**config.mk**
```make
export PLATFORM = sky130hd
export DESIGN_NAME = writeback_queue
export DESIGN_NICKNAME = d
export VERILOG_FILES = /design/src/rtl/writeback_queue.sv
export SDC_FILE = /design/constraint.sdc
export NUM_CORES = 1
export LEC_CHECK = 0
export CELL_PAD_IN_SITES_DETAIL_PLACEMENT = 0
export CELL_PAD_IN_SITES_GLOBAL_PLACEMENT = 1
export CORE_UTILIZATION = 32
export CTS_CLUSTER_DIAMETER = 100
export DETAILED_ROUTE_END_ITERATION = 6
export DONT_BUFFER_PORTS = 1
export GPL_ROUTABILITY_DRIVEN = 0
export PLACE_DENSITY_LB_ADDON = 0.1
export SYNTH_ARGS = -nofsm -noshare
export SYNTH_HDL_FRONTEND = slang
export SYNTH_SLANG_ARGS = --single-unit
```
**constraint.sdc**
```tcl
create_clock -name clk -period 7.09 [get_ports clk]
set_input_delay 1.0635 -clock clk [delete_from_list [all_inputs] [get_ports clk]]
set_output_delay 1.0635 -clock clk [all_outputs]
set_load 0.05 [all_outputs]
```
**src/rtl/writeback_queue.sv**
```systemverilog
// Writeback buffer: merges ALU and load results into a FIFO that drains one entry per cycle
// into the register file write port. Optional same-cycle bypass when WRITEBACK_BYPASS_EN is defined.
module writeback_queue #(
  parameter int unsigned DEPTH = 4
) (
  input  logic                     clk,
  input  logic                     rst_n,
  input  logic                     alu_valid,
  input  logic [4:0]               alu_rd,
  input  logic [63:0]              alu_data,
  output logic                     alu_ready,
  input  logic                     mem_valid,
  input  logic [4:0]               mem_rd,
  input  logic [63:0]              mem_data,
  output logic                     mem_ready,
  input  logic                     wb_hold,
  output logic                     rd_write,
  output logic [4:0]               rd_addr,
  output logic [63:0]              rd_data,
  output logic [31:0]              busy,
  output logic [$clog2(DEPTH):0]   count
);

  localparam int unsigned PTR_W = $clog2(DEPTH);
  localparam int unsigned CNT_W = PTR_W + 1;

  typedef struct packed {
    logic [4:0]  rd;
    logic [63:0] data;
  } wb_entry_t;

  wb_entry_t          r_mem [DEPTH];
  logic [PTR_W-1:0]   r_head;
  logic [PTR_W-1:0]   r_tail;
  logic [CNT_W-1:0]   r_count;

  logic [CNT_W-1:0]   w_free;
  logic               w_alu_xfer;
  logic               w_mem_xfer;
  logic               w_alu_byp;
  logic               w_mem_byp;
  logic               w_alu_enq;
  logic               w_mem_enq;
  logic               w_deq;
  logic [PTR_W-1:0]   w_mem_slot;
  logic [PTR_W-1:0]   w_idx;
  logic [PTR_W-1:0]   w_off;

  // Space check ignores a same-cycle dequeue; the ALU wins the last slot.
  assign w_free     = CNT_W'(DEPTH) - r_count;
  assign alu_ready  = (w_free >= CNT_W'(1));
  assign mem_ready  = (w_free >= CNT_W'(2)) || ((w_free == CNT_W'(1)) && !alu_valid);
  assign w_alu_xfer = alu_valid && alu_ready;
  assign w_mem_xfer = mem_valid && mem_ready;

`ifdef WRITEBACK_BYPASS_EN
  logic w_byp_ok;
  assign w_byp_ok  = (r_count == '0) && !wb_hold;
  assign w_alu_byp = w_byp_ok && w_alu_xfer && (alu_rd != 5'd0);
  assign w_mem_byp = w_byp_ok && !w_alu_byp && w_mem_xfer && (mem_rd != 5'd0);
`else
  assign w_alu_byp = 1'b0;
  assign w_mem_byp = 1'b0;
`endif

  // x0 writes complete the handshake but are dropped.
  assign w_alu_enq  = w_alu_xfer && (alu_rd != 5'd0) && !w_alu_byp;
  assign w_mem_enq  = w_mem_xfer && (mem_rd != 5'd0) && !w_mem_byp;
  assign w_deq      = (r_count != '0) && !wb_hold;
  assign w_mem_slot = r_tail + PTR_W'(w_alu_enq);

  always_ff @(posedge clk) begin
    if (!rst_n) begin
      r_head  <= '0;
      r_tail  <= '0;
      r_count <= '0;
    end else begin
      r_head  <= r_head + PTR_W'(w_deq);
      r_tail  <= r_tail + PTR_W'(w_alu_enq) + PTR_W'(w_mem_enq);
      r_count <= r_count + CNT_W'(w_alu_enq) + CNT_W'(w_mem_enq) - CNT_W'(w_deq);
    end
  end

  // Storage needs no reset: only entries inside [head, head+count) are ever observed.
  always_ff @(posedge clk) begin
    if (rst_n) begin
      if (w_alu_enq) r_mem[r_tail]     <= '{rd: alu_rd, data: alu_data};
      if (w_mem_enq) r_mem[w_mem_slot] <= '{rd: mem_rd, data: mem_data};
    end
  end

  always_comb begin
    rd_write = 1'b0;
    rd_addr  = 5'd0;
    rd_data  = 64'd0;
    if (rst_n) begin
      if (w_alu_byp) begin
        rd_write = 1'b1;
        rd_addr  = alu_rd;
        rd_data  = alu_data;
      end else if (w_mem_byp) begin
        rd_write = 1'b1;
        rd_addr  = mem_rd;
        rd_data  = mem_data;
      end else if (w_deq) begin
        rd_write = 1'b1;
        rd_addr  = r_mem[r_head].rd;
        rd_data  = r_mem[r_head].data;
      end
    end
  end

  // Pending-write vector: OR of destinations over occupied slots.
  always_comb begin
    busy  = 32'd0;
    w_idx = '0;
    w_off = '0;
    for (int unsigned i = 0; i < DEPTH; i++) begin
      w_idx = PTR_W'(i);
      w_off = w_idx - r_head;
      if (CNT_W'(w_off) < r_count) busy[r_mem[w_idx].rd] = 1'b1;
    end
    busy[0] = 1'b0;
  end

  assign count = r_count;

endmodule

```
==> flow_summary_export.csv, run 1 <==
group,metric,value,unit
logic_synthesis,yosys_warnings,0,
finish,layout_common_cells,"sky130_fd_sc_hd__mux2_4 (276), sky130_fd_sc_hd__edfxtp_1 (276), sky130_fd_sc_hd__and3_1 (71), sky130_fd_sc_hd__mux4_2 (69), sky130_fd_sc_hd__clkbuf_16 (37)",
critical_path,critical_path.startpoint_type,"flip-flop",
grt,antenna_violations_before_repair,0,
grt,first_global_vias,9453,
logic_synthesis,synth_sequential_area_ratio,0.498,
floorplan,io-pin-count,250,
critical_path,worstReg2RegEnd,"r_mem[3][9]",
finish,layout.cell_area.non_filler,18300,sq um
floorplan,core_area,51800,sq um
logic_synthesis,number_of_flops_mapped_to_enable_cells_by_yosys,276,
timing,final_critical_path_setup_slack,1.53,ns
routing,vias_per_cell,5.23,
floorplan,die_height,232,um
timing,slew-limit-headroom,0.222,
clocking,path_clk_slew,0.06,ns
clocking,cts_root_buffer,"sky130_fd_sc_hd__clkbuf_16",
critical_path,path_delay_family,"simple AND/OR/NAND/NOR gates",
critical_path,r2r_setup_slack,1.53,ns
critical_path,setup_crit_end_kind,"flip-flop",
critical_path,slowest_cell_on_crit_path,"sky130_fd_sc_hd__or4b_2",
floorplan,fp.dieW,232,um
outcome,run_status,"finished, final reports clean",
clocking,post_cts.repair.setup_buffers,0,
floorplan,initial_utilization,0.327,
grt,grt_overflow_total,0,
grt,global_route.usage.total,0.171,
clocking,clock_sinks,283,
timing,rsz_0062_raised_after_global_routing,"no",
critical_path,worst-endpoint-arrival,5.84,ns
finish,post_route_cells_drive_above_1_share,0.435,
routing,routed_length_per_placed_instance,27.6,um
clocking,clockBufferDepth,3,
hold_path,hold_path.class,"in -> reg",
placed_design,place_worst_setup_slack,1.48,ns
clocking,tritoncts,"done",
timing,setup_viol,0,
flow_run,max-cap-violations,0,
finish,finalNonFillerCells,1671,
logic_synthesis,synth_cells,982,
finish,areaGrowthSynthToFinish,8.22,%
critical_path,timing_worst_setup_path_type,"reg -> reg",
pwr,leakagePower,7.13,nW
placed_design,placed_instance_area,17300,sq um
grt,wire_length_of_the_first_global_routing_pass,66.3,mm
finish,register_area,8440,sq um
critical_path,required_time_reported_for_the_critical_path_endpoint,7.37,ns
floorplan,design.die.area,53800,sq um
timing,setup_tns,0,ns
critical_path,critPathMaxFanout,36,
hold_path,whs_path_depth,1,
logic_synthesis,post_synth_num_cell_types,50,
logic_synthesis,synthesis.area_per_instance,17.2,sq um
critical_path,reg2reg_depth,11,
clocking,cts_max_level,2,
placed_design,detailedPlacementHpwl,28.4,mm
finish,multiInputGateArea,7730,sq um
timing,layout_worst_path_cycle_share,0.785,
timing,worst-slew-pin-transition,1.16,ns
finish,filler_cell_count,4890,
timing,fin_hold_ws,0.682,ns
critical_path,max_stage_delay,0.81,ns
grt,grt_max_degree,82,
critical_path,worst-path-stages,11,
routing,drt_iter0_markers,500,
logic_synthesis,synth_async_reset_ratio,0,
timing,fin_crit,5.56,ns
clocking,post_cts_resize_count,0,
routing,route.detailed.drc,0,
logic_synthesis,yosys_register_bits,283,
clocking,insertion_delay,0.53,ns
timing,maxSlewViolCount,0,
hold_path,hp_start,"rst_n",
finish,finish.net_count,1126,
clocking,numCtsBuffers,36,
logic_synthesis,netlist_area,16900,sq um
routing,vias,8743,
placed_design,post-place-cells,1611,
timing,timing.fmax,0.180,GHz
clocking,hold_buffer_count_at_cts,0,
critical_path,crit_chain,"inv_1 -> ha_1 -> ha_1 -> or4b_2 -> o211ai_1 -> inv_1 -> ha_1 -> xnor2_1 -> or4_4 -> buf_4 -> mux2_4",
critical_path,regToRegStartpoint,"count[1]",
logic_synthesis,synth-main-ff-cell,"sky130_fd_sc_hd__edfxtp_1",
pwr,power.density,357,nW/um^2
pwr,irDropWorstVdd,0.000195,V
hold_path,hold_end,"count[1]",
placed_design,place.port_buffers,0,
floorplan,number_of_cell_rows,83,
timing,fin_worst_skew,0.0162,ns
routing,antenna_left,0,
timing,final-hold-violation-count,0,
logic_synthesis,synth_nets,1139,
finish,post-route-util,0.353,
routing,route.final.wire_length,46.1,mm
routing,drtPass1Iterations,5,
critical_path,path_common_cell,"sky130_fd_sc_hd__ha_1",
pwr,finalPower,6.53,mW
critical_path,critical_path_buf_inv_count,3,
[Yosys cell counts (6+ instances only)]
library cell	instances	area (sq um)
sky130_fd_sc_hd__edfxtp_1	276	8290
sky130_fd_sc_hd__buf_2	12	60.1
sky130_fd_sc_hd__a22oi_1	24	180
sky130_fd_sc_hd__and2_1	6	37.5
sky130_fd_sc_hd__buf_12	28	561
sky130_fd_sc_hd__o221ai_1	26	228
sky130_fd_sc_hd__o211ai_1	6	45.0
sky130_fd_sc_hd__mux4_2	69	1550
sky130_fd_sc_hd__nor2b_1	12	75.1
sky130_fd_sc_hd__ha_1	12	150
sky130_fd_sc_hd__and3_1	71	444
sky130_fd_sc_hd__nand2_1	23	86.3
sky130_fd_sc_hd__mux2_4	276	4140
sky130_fd_sc_hd__buf_1	7	26.3
sky130_fd_sc_hd__nor2_1	9	33.8
sky130_fd_sc_hd__inv_1	16	60.1
sky130_fd_sc_hd__nand3_1	6	30.0
sky130_fd_sc_hd__nor3b_1	6	45.0
sky130_fd_sc_hd__a32oi_1	7	61.3
sky130_fd_sc_hd__or4_1	6	45.0
sky130_fd_sc_hd__clkbuf_1	19	71.3
sky130_fd_sc_hd__dfxtp_1	7	140
sky130_fd_sc_hd__nand2b_1	6	37.5
[metal layers]
layer | up-vias | share of wire | GRT usage
li1 | 3949 | - | -
met1 | 4490 | 0.41 | 0.203
met2 | 243 | 0.51 | 0.301
met3 | 61 | 0.068 | 0.0516
met4 | 0 | 0.017 | 0.0407
met5 | - | 0 | 0
[state kept, by name (all words and copies together) (netlist names)]
| name | count |
|---|---|
| r_head | 2 |
| r_mem | 276 |
| r_tail | 2 |
| count | 3 |
[power breakdown]
part           switching (mW)  leakage, nW  internal, mW
registers               0.204         2.58          2.27
clock network           0.692        0.514         0.997
logic                    1.41         4.04         0.955
[layout make-up]
class,instances,area share
well taps,680,0.0465
flip-flops and latches,283,0.461
inverters,16,0.00328
clock inverters,10,0.00396
repair buffers,21,0.00998
diodes,1,0.000137
multi-input cells,611,0.422
clock buffers,49,0.0536
[logic make-up after synthesis]
family          Yosys count  synth area share
mux                     345             0.337
flops                   283             0.498
simple gates            165            0.0598
buf+inv                  88            0.0495
compound gates           79            0.0407
fa+ha+maj                14            0.0112
xor+xnor                  7           0.00362
other cells               1          0.000222
[worst max-delay path by stage]
stage / from / end / slack, ns
2_1_floorplan: count[1] / r_mem[2][0] / -0.79
3_3_place_gp: count[1] / r_mem[3][0] / 1.61
3_5_place_dp: count[1] / r_mem[3][48] / 1.48
4_1_cts: count[1] / r_mem[3][48] / 1.46
5_1_grt: count[1] / r_mem[3][9] / 1.19
6_report: count[1] / r_mem[3][9] / 1.53
Note: power is estimated with default switching activity, not from simulation.
==> run 2: changes to the inputs <==
--- a/config.mk
+++ b/config.mk
@@ -5,6 +5,7 @@
 export SDC_FILE = /design/constraint.sdc
 export NUM_CORES = 1
 export LEC_CHECK = 0
+export ABC_AREA = 1
 export CELL_PAD_IN_SITES_DETAIL_PLACEMENT = 0
 export CELL_PAD_IN_SITES_GLOBAL_PLACEMENT = 1
 export CORE_UTILIZATION = 32
==> constraint.sdc (replaced) <==
create_clock -name clk -period 4.9 [get_ports clk]
set_input_delay 0.735 -clock clk [delete_from_list [all_inputs] [get_ports clk]]
set_output_delay 0.735 -clock clk [all_outputs]
set_load 0.05 [all_outputs]
==> run 2 against run 1 <==
Critical path depth fell by 5. Non-clock buffer count increased by 90. Design area is 5.1% higher. Sequential share of layout area is 2.2 points lower. Clock power up 57%. Register-to-register slack lost 0.51 ns. Hold slack got worse by 0.32 ns. Power increased by 68%. Utilization increased by 1.2 points.
==> flow_summary_export.csv, run 2 <==
group,metric,value,unit
pwr,power.density,569,nW/um^2
routing,vias,15800,
timing,fin_hold_ws,0.361,ns
critical_path,crit_chain,"inv_4 -> buf_4 -> buf_4 -> nand3_1 -> a41oi_1 -> buf_4",
critical_path,path_delay_family,"buffers and inverters",
logic_synthesis,post_synth_num_cell_types,30,
logic_synthesis,synth_area_leaders,"sky130_fd_sc_hd__edfxtp_1 (48%), sky130_fd_sc_hd__nand2_1 (15%), sky130_fd_sc_hd__nand4_1 (10%)",
routing,routed_length_per_placed_instance,24.2,um
timing,rsz_0062_raised_after_global_routing,"no",
logic_synthesis,synth_sequential_area_ratio,0.493,
placed_design,placed_instance_area,18100,sq um
clocking,insertion_delay,0.54,ns
timing,layout_worst_path_cycle_share,0.837,
clocking,cts_root_buffer,"sky130_fd_sc_hd__clkbuf_16",
outcome,run_status,"finished, final reports clean",
clocking,clock_sinks,283,
flow_run,max-cap-violations,0,
critical_path,timing_worst_setup_path_type,"reg -> out",
floorplan,initial_utilization,0.325,
routing,drt_iter0_markers,1271,
logic_synthesis,yosys_warnings,0,
routing,antenna_left,0,
critical_path,slowest_cell_on_crit_path,"sky130_fd_sc_hd__buf_4",
logic_synthesis,netlist_area,17100,sq um
grt,wire_length_of_the_first_global_routing_pass,98.6,mm
pwr,leakagePower,7.43,nW
finish,layout.cells.most_common,"sky130_fd_sc_hd__nand2_1",
logic_synthesis,synthDominantCellAreaShare,0.485,
floorplan,fp.dieW,233,um
timing,worst-slew-pin-transition,1.18,ns
timing,slew-limit-headroom,0.215,
critical_path,max_stage_delay,0.70,ns
logic_synthesis,synth_nets,2235,
critical_path,critical_path_buf_inv_count,4,
finish,insertedDiodeCount,0,
finish,layout.cell_area.non_filler,19200,sq um
timing,setup_tns,0,ns
routing,route.final.wire_length,66.6,mm
clocking,hold_buffer_count_at_cts,0,
finish,filler_cell_count,5349,
finish,post_route_cells_drive_above_1_share,0.0882,
logic_synthesis,synth-main-ff-cell,"sky130_fd_sc_hd__edfxtp_1",
timing,setup_viol,0,
floorplan,core_area,52700,sq um
timing,final-hold-violation-count,0,
floorplan,io-pin-count,250,
critical_path,required_time_reported_for_the_critical_path_endpoint,4.16,ns
floorplan,design.die.area,54300,sq um
placed_design,detailedPlacementHpwl,37.3,mm
grt,antenna_violations_before_repair,0,
timing,timing.fmax,0.244,GHz
timing,fin_worst_skew,0.0261,ns
clocking,clockBufferDepth,3,
finish,largest_reg_flops,276,
grt,first_global_vias,15200,
logic_synthesis,synthDominantAreaCellType,"sky130_fd_sc_hd__edfxtp_1",
timing,fin_crit,4.10,ns
logic_synthesis,synth_cells,2078,
logic_synthesis,synth_most_common_cell,"sky130_fd_sc_hd__nand2_1",
clocking,post_cts_resize_count,0,
clocking,cts_max_level,2,
clocking,path_clk_slew,0.06,ns
placed_design,place_worst_setup_slack,1.03,ns
critical_path,setup_crit_end_kind,"primary output",
critical_path,critPathMaxFanout,60,
critical_path,path_common_cell,"sky130_fd_sc_hd__buf_4",
routing,vias_per_cell,5.73,
logic_synthesis,number_of_flops_mapped_to_enable_cells_by_yosys,276,
floorplan,number_of_cell_rows,84,
grt,grt_max_degree,290,
clocking,post_cts.repair.setup_buffers,0,
clocking,tritoncts,"done",
logic_synthesis,synth_async_reset_ratio,0,
critical_path,critical_path.startpoint_type,"flip-flop",
pwr,finalPower,11.0,mW
grt,global_route.usage.total,0.242,
finish,layout_common_cells,"sky130_fd_sc_hd__nand2_1 (694), sky130_fd_sc_hd__nand3_1 (301), sky130_fd_sc_hd__nand4_1 (286), sky130_fd_sc_hd__edfxtp_1 (276), sky130_fd_sc_hd__nor2_1 (122)",
finish,finish.net_count,2194,
placed_design,place.port_buffers,0,
critical_path,worst-endpoint-arrival,3.37,ns
hold_path,hold_path.class,"in -> reg",
floorplan,die_height,233,um
finish,max_flop_register,"r_mem",
clocking,numCtsBuffers,37,
logic_synthesis,synthesis.area_per_instance,8.23,sq um
pwr,irDropWorstVdd,0.000515,V
finish,areaGrowthSynthToFinish,12.6,%
logic_synthesis,synth_cell_count_leaders,"sky130_fd_sc_hd__nand2_1 (699), sky130_fd_sc_hd__nand3_1 (301), sky130_fd_sc_hd__nand4_1 (286)",
logic_synthesis,yosys_register_bits,283,
timing,maxSlewViolCount,0,
routing,drtPass1Iterations,5,
grt,grt_overflow_total,0,
routing,route.detailed.drc,0,
timing,final_critical_path_setup_slack,0.799,ns
## run 2: worst paths after layout
kind | start | slack [ns] | depth (start not counted) | end
setup reg to reg | count[0] | 1.02 | 16 | r_mem[3][1]
setup / recovery | r_head[1] | 0.80 | 6 | rd_data[53]
hold / removal | alu_data[18] | 0.36 | 2 | r_mem[3][18]
hold reg to reg | count[2] | 0.80 | 4 | count[2]
## run 2: metrics by stage
step / utilization / instances
after floorplan: - / 2078
after global placement: 0.343 / 2686
after detailed placement: 0.343 / 2686
after CTS: 0.365 / 2751
after global routing: 0.365 / 2751
final: 0.365 / 2751
## run 2: power by group
part / internal (mW) / switching, mW / total (mW)
Clock: 1.59 / 1.07 / 2.66
Combinational: 1.03 / 3.79 / 4.82
Sequential: 3.32 / 0.148 / 3.47
## run 2: per-layer routing
layer | global-route usage | vias up | part of all wire
met3 | 0.0475 | 84 | 0.076
met5 | 0 | - | 0
met2 | 0.406 | 559 | 0.48
li1 | - | 7381 | -
met1 | 0.316 | 7728 | 0.42
met4 | 0.0645 | 0 | 0.021
## run 2: kinds of logic after synthesis
kind of cell    share of synthesized area
compound gates                     0.0389
flops                               0.493
other cells                      0.000219
fa+ha+maj                          0.0111
buf+inv                            0.0649
xor+xnor                          0.00344
simple gates                        0.388
## run 2: layout make-up
class | instances | area, sq um | area share
clock inverter | 15 | 158 | 0.00819
clock buffer | 50 | 1010 | 0.0523
timing repair buffer | 111 | 946 | 0.0492
inverter | 53 | 204 | 0.0106
sequential | 283 | 8440 | 0.438
tap | 688 | 861 | 0.0447
multi-input combinational | 1551 | 7630 | 0.397
